### config.mk
export PLATFORM = sky130hd
export DESIGN_NAME = spi_xfer_arbiter
export DESIGN_NICKNAME = d
export VERILOG_FILES = /design/src/rtl/spi_xfer_arbiter.sv
export SDC_FILE = /design/constraint.sdc
export NUM_CORES = 1
export LEC_CHECK = 0
export BUFFER_PORTS_ARGS = -buffer_cell sky130_fd_sc_hd__buf_2
export CAP_MARGIN = 20
export CORE_AREA = 5 5 88 90
export CTS_BUF_LIST = sky130_fd_sc_hd__clkbuf_16
export CTS_CLUSTER_SIZE = 20
export DETAILED_ROUTE_END_ITERATION = 8
export DIE_AREA = 0 0 93 95
export PLACE_DENSITY = 0.79
export SLEW_MARGIN = 0
export SYNTH_ARGS = -nofsm -noshare
export SYNTH_HDL_FRONTEND = slang
export SYNTH_SLANG_ARGS = --single-unit
### constraint.sdc
create_clock -name clock -period 3.9 [get_ports clock]
set_input_delay 0.78 -clock clock [delete_from_list [all_inputs] [get_ports clock]]
set_output_delay 0.78 -clock clock [all_outputs]
set_load 0.01 [all_outputs]
### src/rtl/spi_xfer_arbiter.sv
// Two-requester SPI mode-0 master: round-robin grant, 1..16 bit MSB-first transfers.
// Latency: accept -> rsp pulse after 1 + DIV + 2*DIV*(len+1) cycles.
// Backpressure: reqX_ready only in IDLE for the granted requester; others hold valid.
module spi_xfer_arbiter #(
  parameter int NSS = 8,
  parameter int DIV = 2
) (
  input  logic           clock,
  input  logic           reset,
  input  logic           req0_valid,
  output logic           req0_ready,
  input  logic [2:0]     req0_ss,
  input  logic [3:0]     req0_len,
  input  logic [15:0]    req0_tx,
  input  logic           req1_valid,
  output logic           req1_ready,
  input  logic [2:0]     req1_ss,
  input  logic [3:0]     req1_len,
  input  logic [15:0]    req1_tx,
  output logic           rsp0_valid,
  output logic           rsp1_valid,
  output logic [15:0]    rsp_data,
  output logic           sck,
  output logic           mosi,
  input  logic           miso,
  output logic [NSS-1:0] ss_n
);

  typedef enum logic [2:0] {IDLE, SETUP, HIGH, LOW, DONE} state_t;

  localparam int            DW     = (DIV > 1) ? $clog2(DIV) : 1;
  localparam logic [DW-1:0] DIV_M1 = DW'(DIV - 1);

  state_t         state_q, state_d;
  logic [DW-1:0]  div_q, div_d;       // cycles left in the current phase
  logic [3:0]     bit_q, bit_d;       // index of the bit currently on the wire
  logic [2:0]     ss_q, ss_d;
  logic [15:0]    tx_q, tx_d;
  logic           own_q, own_d;       // 1 = req1 owns the running transfer
  logic           last_q, last_d;     // 1 = req1 was granted last
  logic [15:0]    shift_q, shift_d;   // received bits, newest in bit 0
  logic           sck_q, sck_d;
  logic           mosi_q, mosi_d;
  logic [NSS-1:0] ssn_q, ssn_d;
  logic           rsp0_q, rsp0_d;
  logic           rsp1_q, rsp1_d;
  logic [15:0]    rdata_q, rdata_d;

  logic grant0, grant1, idle, sel_active;

  // On a tie the requester not served last wins.
  assign grant0 = req0_valid & (~req1_valid | last_q);
  assign grant1 = req1_valid & ~grant0;
  assign idle   = (state_q == IDLE) & ~reset;

  assign req0_ready = idle & grant0;
  assign req1_ready = idle & grant1;

  assign rsp0_valid = rsp0_q;
  assign rsp1_valid = rsp1_q;
  assign rsp_data   = rdata_q;
  assign sck        = sck_q;
  assign mosi       = mosi_q;
  assign ss_n       = ssn_q;

  // Next state plus registered-output decode from the next state, so pins change on phase entry.
  always_comb begin
    state_d = state_q;
    div_d   = div_q;
    bit_d   = bit_q;
    ss_d    = ss_q;
    tx_d    = tx_q;
    own_d   = own_q;
    last_d  = last_q;
    shift_d = shift_q;
    mosi_d  = mosi_q;
    rdata_d = rdata_q;

    case (state_q)
      IDLE: begin
        if (grant0 | grant1) begin
          state_d = SETUP;
          div_d   = DIV_M1;
          ss_d    = grant0 ? req0_ss  : req1_ss;
          bit_d   = grant0 ? req0_len : req1_len;
          tx_d    = grant0 ? req0_tx  : req1_tx;
          own_d   = grant1;
          last_d  = grant1;
          shift_d = '0;
        end
      end
      SETUP, HIGH: begin
        if (div_q == '0) begin
          state_d = (state_q == SETUP) ? HIGH : LOW;
          div_d   = DIV_M1;
        end else begin
          div_d = div_q - 1'b1;
        end
      end
      LOW: begin
        if (div_q == '0) begin
          if (bit_q == 4'd0) begin
            state_d = DONE;
          end else begin
            state_d = HIGH;
            bit_d   = bit_q - 4'd1;
            div_d   = DIV_M1;
          end
        end else begin
          div_d = div_q - 1'b1;
        end
      end
      DONE:    state_d = IDLE;
      default: state_d = IDLE;
    endcase

    // MOSI moves at SETUP entry (first bit) and on each SCK fall; holds after the last bit.
    if (state_q == IDLE && state_d == SETUP) begin
      mosi_d = tx_d[bit_d];
    end else if (state_q == HIGH && state_d == LOW && bit_q != 4'd0) begin
      mosi_d = tx_q[bit_q - 4'd1];
    end

    // MISO is taken on the same edge that raises SCK, before the slave reacts.
    if (state_d == HIGH && state_q != HIGH) begin
      shift_d = {shift_q[14:0], miso};
    end

    if (state_d == DONE) begin
      rdata_d = shift_q;
    end

    sck_d  = (state_d == HIGH);
    rsp0_d = (state_d == DONE) & ~own_d;
    rsp1_d = (state_d == DONE) &  own_d;
  end

  assign sel_active = (state_d == SETUP) | (state_d == HIGH) | (state_d == LOW);

  // Slave select decode; an index beyond NSS asserts nothing.
  always_comb begin
    ssn_d = '1;
    for (int i = 0; i < NSS; i++) begin
      if (sel_active && int'(ss_d) == i) begin
        ssn_d[i] = 1'b0;
      end
    end
  end

  // State and output registers with synchronous reset.
  always_ff @(posedge clock) begin
    if (reset) begin
      state_q <= IDLE;
      div_q   <= '0;
      bit_q   <= '0;
      ss_q    <= '0;
      tx_q    <= '0;
      own_q   <= 1'b0;
      last_q  <= 1'b1;
      shift_q <= '0;
      sck_q   <= 1'b0;
      mosi_q  <= 1'b0;
      ssn_q   <= '1;
      rsp0_q  <= 1'b0;
      rsp1_q  <= 1'b0;
      rdata_q <= '0;
    end else begin
      state_q <= state_d;
      div_q   <= div_d;
      bit_q   <= bit_d;
      ss_q    <= ss_d;
      tx_q    <= tx_d;
      own_q   <= own_d;
      last_q  <= last_d;
      shift_q <= shift_d;
      sck_q   <= sck_d;
      mosi_q  <= mosi_d;
      ssn_q   <= ssn_d;
      rsp0_q  <= rsp0_d;
      rsp1_q  <= rsp1_d;
      rdata_q <= rdata_d;
    end
  end

endmodule
Word-level counts from Yosys, hierarchy flattened
Cells that the tools add are included.
{"block": "word_totals", "ff_bits": 73, "inputBits": 51, "out_inout_bits": 30}
{"block": "classes", "order_cmp": 2, "eq_ne": 16, "n_bitwise": 15, "mux": 41, "addsub": 2, "n_reduce_logical": 24}
{"operator": "two-way mux 16 bit", "n": 6}
{"operator": "two-way mux 3 bit", "n": 7}
{"operator": "two-way mux 1 bit", "n": 19}
{"operator": "== test 3 x 2 -> 1 bit, second input constant", "n": 6}
{"operator": "two-way mux 4 bit", "n": 4}
{"operator": "== test 3 bit, second input constant", "n": 5}
{"operator": "logical AND 1 bit", "n": 12}
{"operator": "less-than comparator 4 x 5 -> 1 bit, second input constant", "n": 2}
{"operator": "== test 3 x 1 -> 1 bit, second input constant", "n": 3}
{"operator": "case mux 3 bit (3 select lines)", "n": 1}
{"operator": "binary-select mux 1 bit (select 4 bit)", "n": 2}
{"operator": "case mux 4 bit (2 select lines)", "n": 1}
{"operator": "AND 1 bit", "n": 7}
{"operator": "logical NOT 3 bit", "n": 2}
{"operator": "AND reduction 2 bit", "n": 3}
{"operator": "nonzero test 2 bit", "n": 3}
{"operator": "logical NOT 4 bit", "n": 1}
{"operator": "NOT 1 bit", "n": 4}
{"operator": "OR 1 bit", "n": 4}
{"operator": "nonzero test 4 bit", "n": 1}
{"operator": "subtractor 4 x 1 -> 4 bit, second input constant", "n": 1}
{"operator": "inequality test 3 x 2 -> 1 bit, second input constant", "n": 1}
{"operator": "case mux 1 bit (3 select lines)", "n": 1}
{"operator": "nonzero test 3 bit", "n": 1}
{"operator": "3 further kinds", "n": 3}

Depth between registers and ports, before layout
{"block": "logic_depth", "word_depth": 13, "depth_mapped": 14, "depth_no_buf": 11}

Worst setup path before layout
OpenSTA, ideal clock, no wires.
{"block": "synth_timing", "path_kind": "register to register", "startpoint": "register bit_q[0]", "endpoint": "register mosi_q, in the netlist mosi", "path_slack_ns": 0.883, "path_stages_with_launch": 14, "t_required_ns": 3.768, "arrival_time_ns": 2.885, "synth_period_minus_slack_ns": 3.017, "path_cell_list": "dfxtp_1 buf_1 inv_1 ha_1 or3b_1 buf_2 a22oi_4 a21o_4 nor2_4 mux2i_1 a211oi_1 or4b_1 o211ai_1 a21oi_1"}
{"block": "synth_via", "elab_chain_len": 8, "elab_cells_between_ends": 22}
{"element": "start: declaration", "line": "36", "text": "logic [3:0] bit_q, bit_d;"}
{"element": "start signal: assignment", "line": "170", "text": "bit_q <= bit_d;"}
{"element": "parallel branches: the longest is 8 deep, another holds subtractor 4 x 1 -> 4 bit"}
{"element": "end signal: assignment", "line": "177", "text": "mosi_q <= mosi_d;"}
{"element": "end: declaration", "line": "43", "text": "logic mosi_q, mosi_d;"}
Several ways; the timed one is not identified. The select of a mux whose other input is x is not followed.
A chain may end at the register's enable or synchronous reset.

Final worst setup path
Same ends and word-level chain as after synthesis.

==> flow_metrics.env <==
export IMPL_outcome="finished clean"
export IMPL_cts_resized_gates=0
export IMPL_tns_ps=0
export IMPL_arrival_ps=3630
export IMPL_period_minus_slack_ps=3450
export IMPL_path_max_fanout=13
export IMPL_cts_setup_buffers=0
export IMPL_grt_pass1_wl_um=16100
export IMPL_layout_drive_gt1_share_pct=22.9
export IMPL_synth_area_per_cell_um2=7.94
export IMPL_pre_cts_ws_ps=413
export IMPL_clk_pin_slew_ps=70
export IMPL_syn_inst=456
export IMPL_cp_slowest_cell="dfxtp_1"
export IMPL_grt_total_usage_pct=23.0
export IMPL_worstSetupEndpointType="register"
export IMPL_slowest_delay_ps=710
export IMPL_cts_made_buffers=9
export IMPL_hold_path_class="register to register"
export IMPL_worstPathRequired_ps=4080
export IMPL_worstMarginPinSlew_ps=766
export IMPL_ys_ff_latch=73
export IMPL_postLayoutCellArea_um2=4350
export IMPL_yosysWarnings=0
export IMPL_die_area_um2=8840
export IMPL_antenna_found_initial=0
export IMPL_dpl_cell_area_um2=4060
export IMPL_final_cells=611
export IMPL_cts_sinks=73
export IMPL_power_leakage_nw=1.74
export IMPL_max_freq_ghz=0.290
export IMPL_synth_area_leaders="dfxtp_1, nand2_1, a21oi_1, nand3_1, nor2_1"
export IMPL_synthTopCellsByCount="nand2_1, dfxtp_1, nor2_1"
export IMPL_critPathKind="register to register"
export IMPL_synth_most_common_cell="nand2_1"
export IMPL_row_count=31
export IMPL_via_per_inst=5.97
export IMPL_report_final_slew_viol_count=0
export IMPL_ys_dominant_reg_cell="dfxtp_1"
export IMPL_maxCapViolations=0
export IMPL_final_util_pct=62.3
export IMPL_dp_cells=595
export IMPL_num_vias=3648
export IMPL_chipWidth_um=93
export IMPL_fp_coreArea_um2=6980
export IMPL_io_pins=81
export IMPL_avgRoutedWirePerCell_um=16.5
export IMPL_nNetsFinal=576
export IMPL_die_y_um=95
export IMPL_finalHoldViolations=0
export IMPL_synth_nets=508
export IMPL_clk_latency_ps=330
export IMPL_yosys_area_top_type="dfxtp_1"
export IMPL_overflow=0
export IMPL_grt_max_degree=65
export IMPL_firstDrtPassIters=5
export IMPL_relSlewSlack_pct=48.6
export IMPL_crit_buf_inv=1
export IMPL_htree_levels=3
export IMPL_wl_um=10100
export IMPL_synth_cell_types=53
export IMPL_seq_area_frac_synth_pct=40.4
export IMPL_fin_ws_ps=449
export IMPL_drtAntennaViolNets=0
export IMPL_post_dp_hpwl_um=7070
export IMPL_total_power_mw=2.24
export IMPL_vdd_ir_drop_max_uv=327
export IMPL_place_congestion=0.977
export IMPL_holdBufCountCts=0
export IMPL_root_buffer="clkbuf_16"
export IMPL_rsz0062_at_grt="no"
export IMPL_first_global_vias=3364
export IMPL_syn_area_um2=3620
export IMPL_num_antenna_cells=0
export IMPL_post_route_period_util_pct=88.5
export IMPL_cellPowerDensity_nw_per_um2=516
export IMPL_synth_top_cell_area_share_pct=40.4
export IMPL_drt_initial_drc_count=378
export IMPL_whs_ps=451
export IMPL_setup_viol=0
export IMPL_drc=0
export IMPL_portBuffers=80
export IMPL_cts_tree="built"
export IMPL_area_growth_pct=20.2
export IMPL_synth_edf_count=0
export IMPL_cts_path_max_buffers=2
export IMPL_finClkSkew_ps=9.58
export IMPL_cp_start_kind="register"
export IMPL_crit_chain="inv_1 > ha_1 > or3b_1 > a22oi_4 > a21o_4 > nor2_4 > mux2i_1 > a211oi_1 > or4b_1 > o211ai_1 > a21oi_1"
export IMPL_initial_core_util_pct=51.8
export IMPL_ys_async_sr_fraction_pct=0
export IMPL_cp_top_family="simple AND/OR/NAND/NOR gates"
-- cell type report --
cell class | instances | area [µm²]
Clock inverter | 7 | 60.1
Timing Repair Buffer | 89 | 468
Inverter | 5 | 18.8
Sequential cell | 73 | 1460
Multi-Input combinational cell | 346 | 2010
Fill cell | 614 | 2630
Clock buffer | 9 | 225
Tap cell | 82 | 103
-- per-layer routing --
metal	GRT usage, %	vias to the layer above	share of wire, %
met5	0	-	0
met1	30.7	1712	44
li1	-	1780	-
met4	9.89	0	2.1
met3	5.42	22	7.4
met2	35.5	134	47
-- power by group --
part / switching (mW) / leakage (nW) / internal [mW]
clock: 0.343 / 0.131 / 0.442
sequential: 0.0600 / 0.596 / 0.807
combinational: 0.358 / 1.02 / 0.232
total: 0.761 / 1.74 / 1.48
-- cells in the final DEF (no fill, tap or decap), types with 13 or more instances in the layout --
master    instances
nand2_1          85
o21ai_0          13
nor2_1           44
nand3_1          44
a21oi_1          44
a311oi_1         18
dfxtp_1          73
buf_2            80
-- final timing paths --
check	from	endpoint	slack, ps	cells after the start
hold reg to reg	rsp_data[6]	rsp_data[6]	450	2
setup / recovery	bit_q[0]	mosi	450	11
hold / removal	rsp_data[6]	rsp_data[6]	450	2
setup reg to reg	bit_q[0]	mosi	450	11
-- state kept, by name, summed over array words and instances, names as in the netlist --
signal / flops
rsp_data: 16
shift_q: 16
tx_q: 16
ss_n: 8
bit_q: 4
ss_q: 3
state_q: 3
div_q: 1
last_q: 1
mosi: 1
own_q: 1
rsp0_valid: 1
rsp1_valid: 1
sck: 1
-- kinds of logic after synthesis --
family                   share of synthesized area [%]
XOR/XNOR                                         0.484
multiplexers                                      5.60
buffers and inverters                             4.08
adder cells (fa/ha/maj)                          0.346
flip-flops                                        40.4
AO/OA/AOI/OAI                                     21.4
AND/OR/NAND/NOR                                   27.8
-- tightest hold or removal path: stages, from the launching register on --
cell and delay, ps:
dfxtp_1 310, nand2_1 50, a21oi_1 50
No activity file was read; power rests on OpenSTA's default activity.
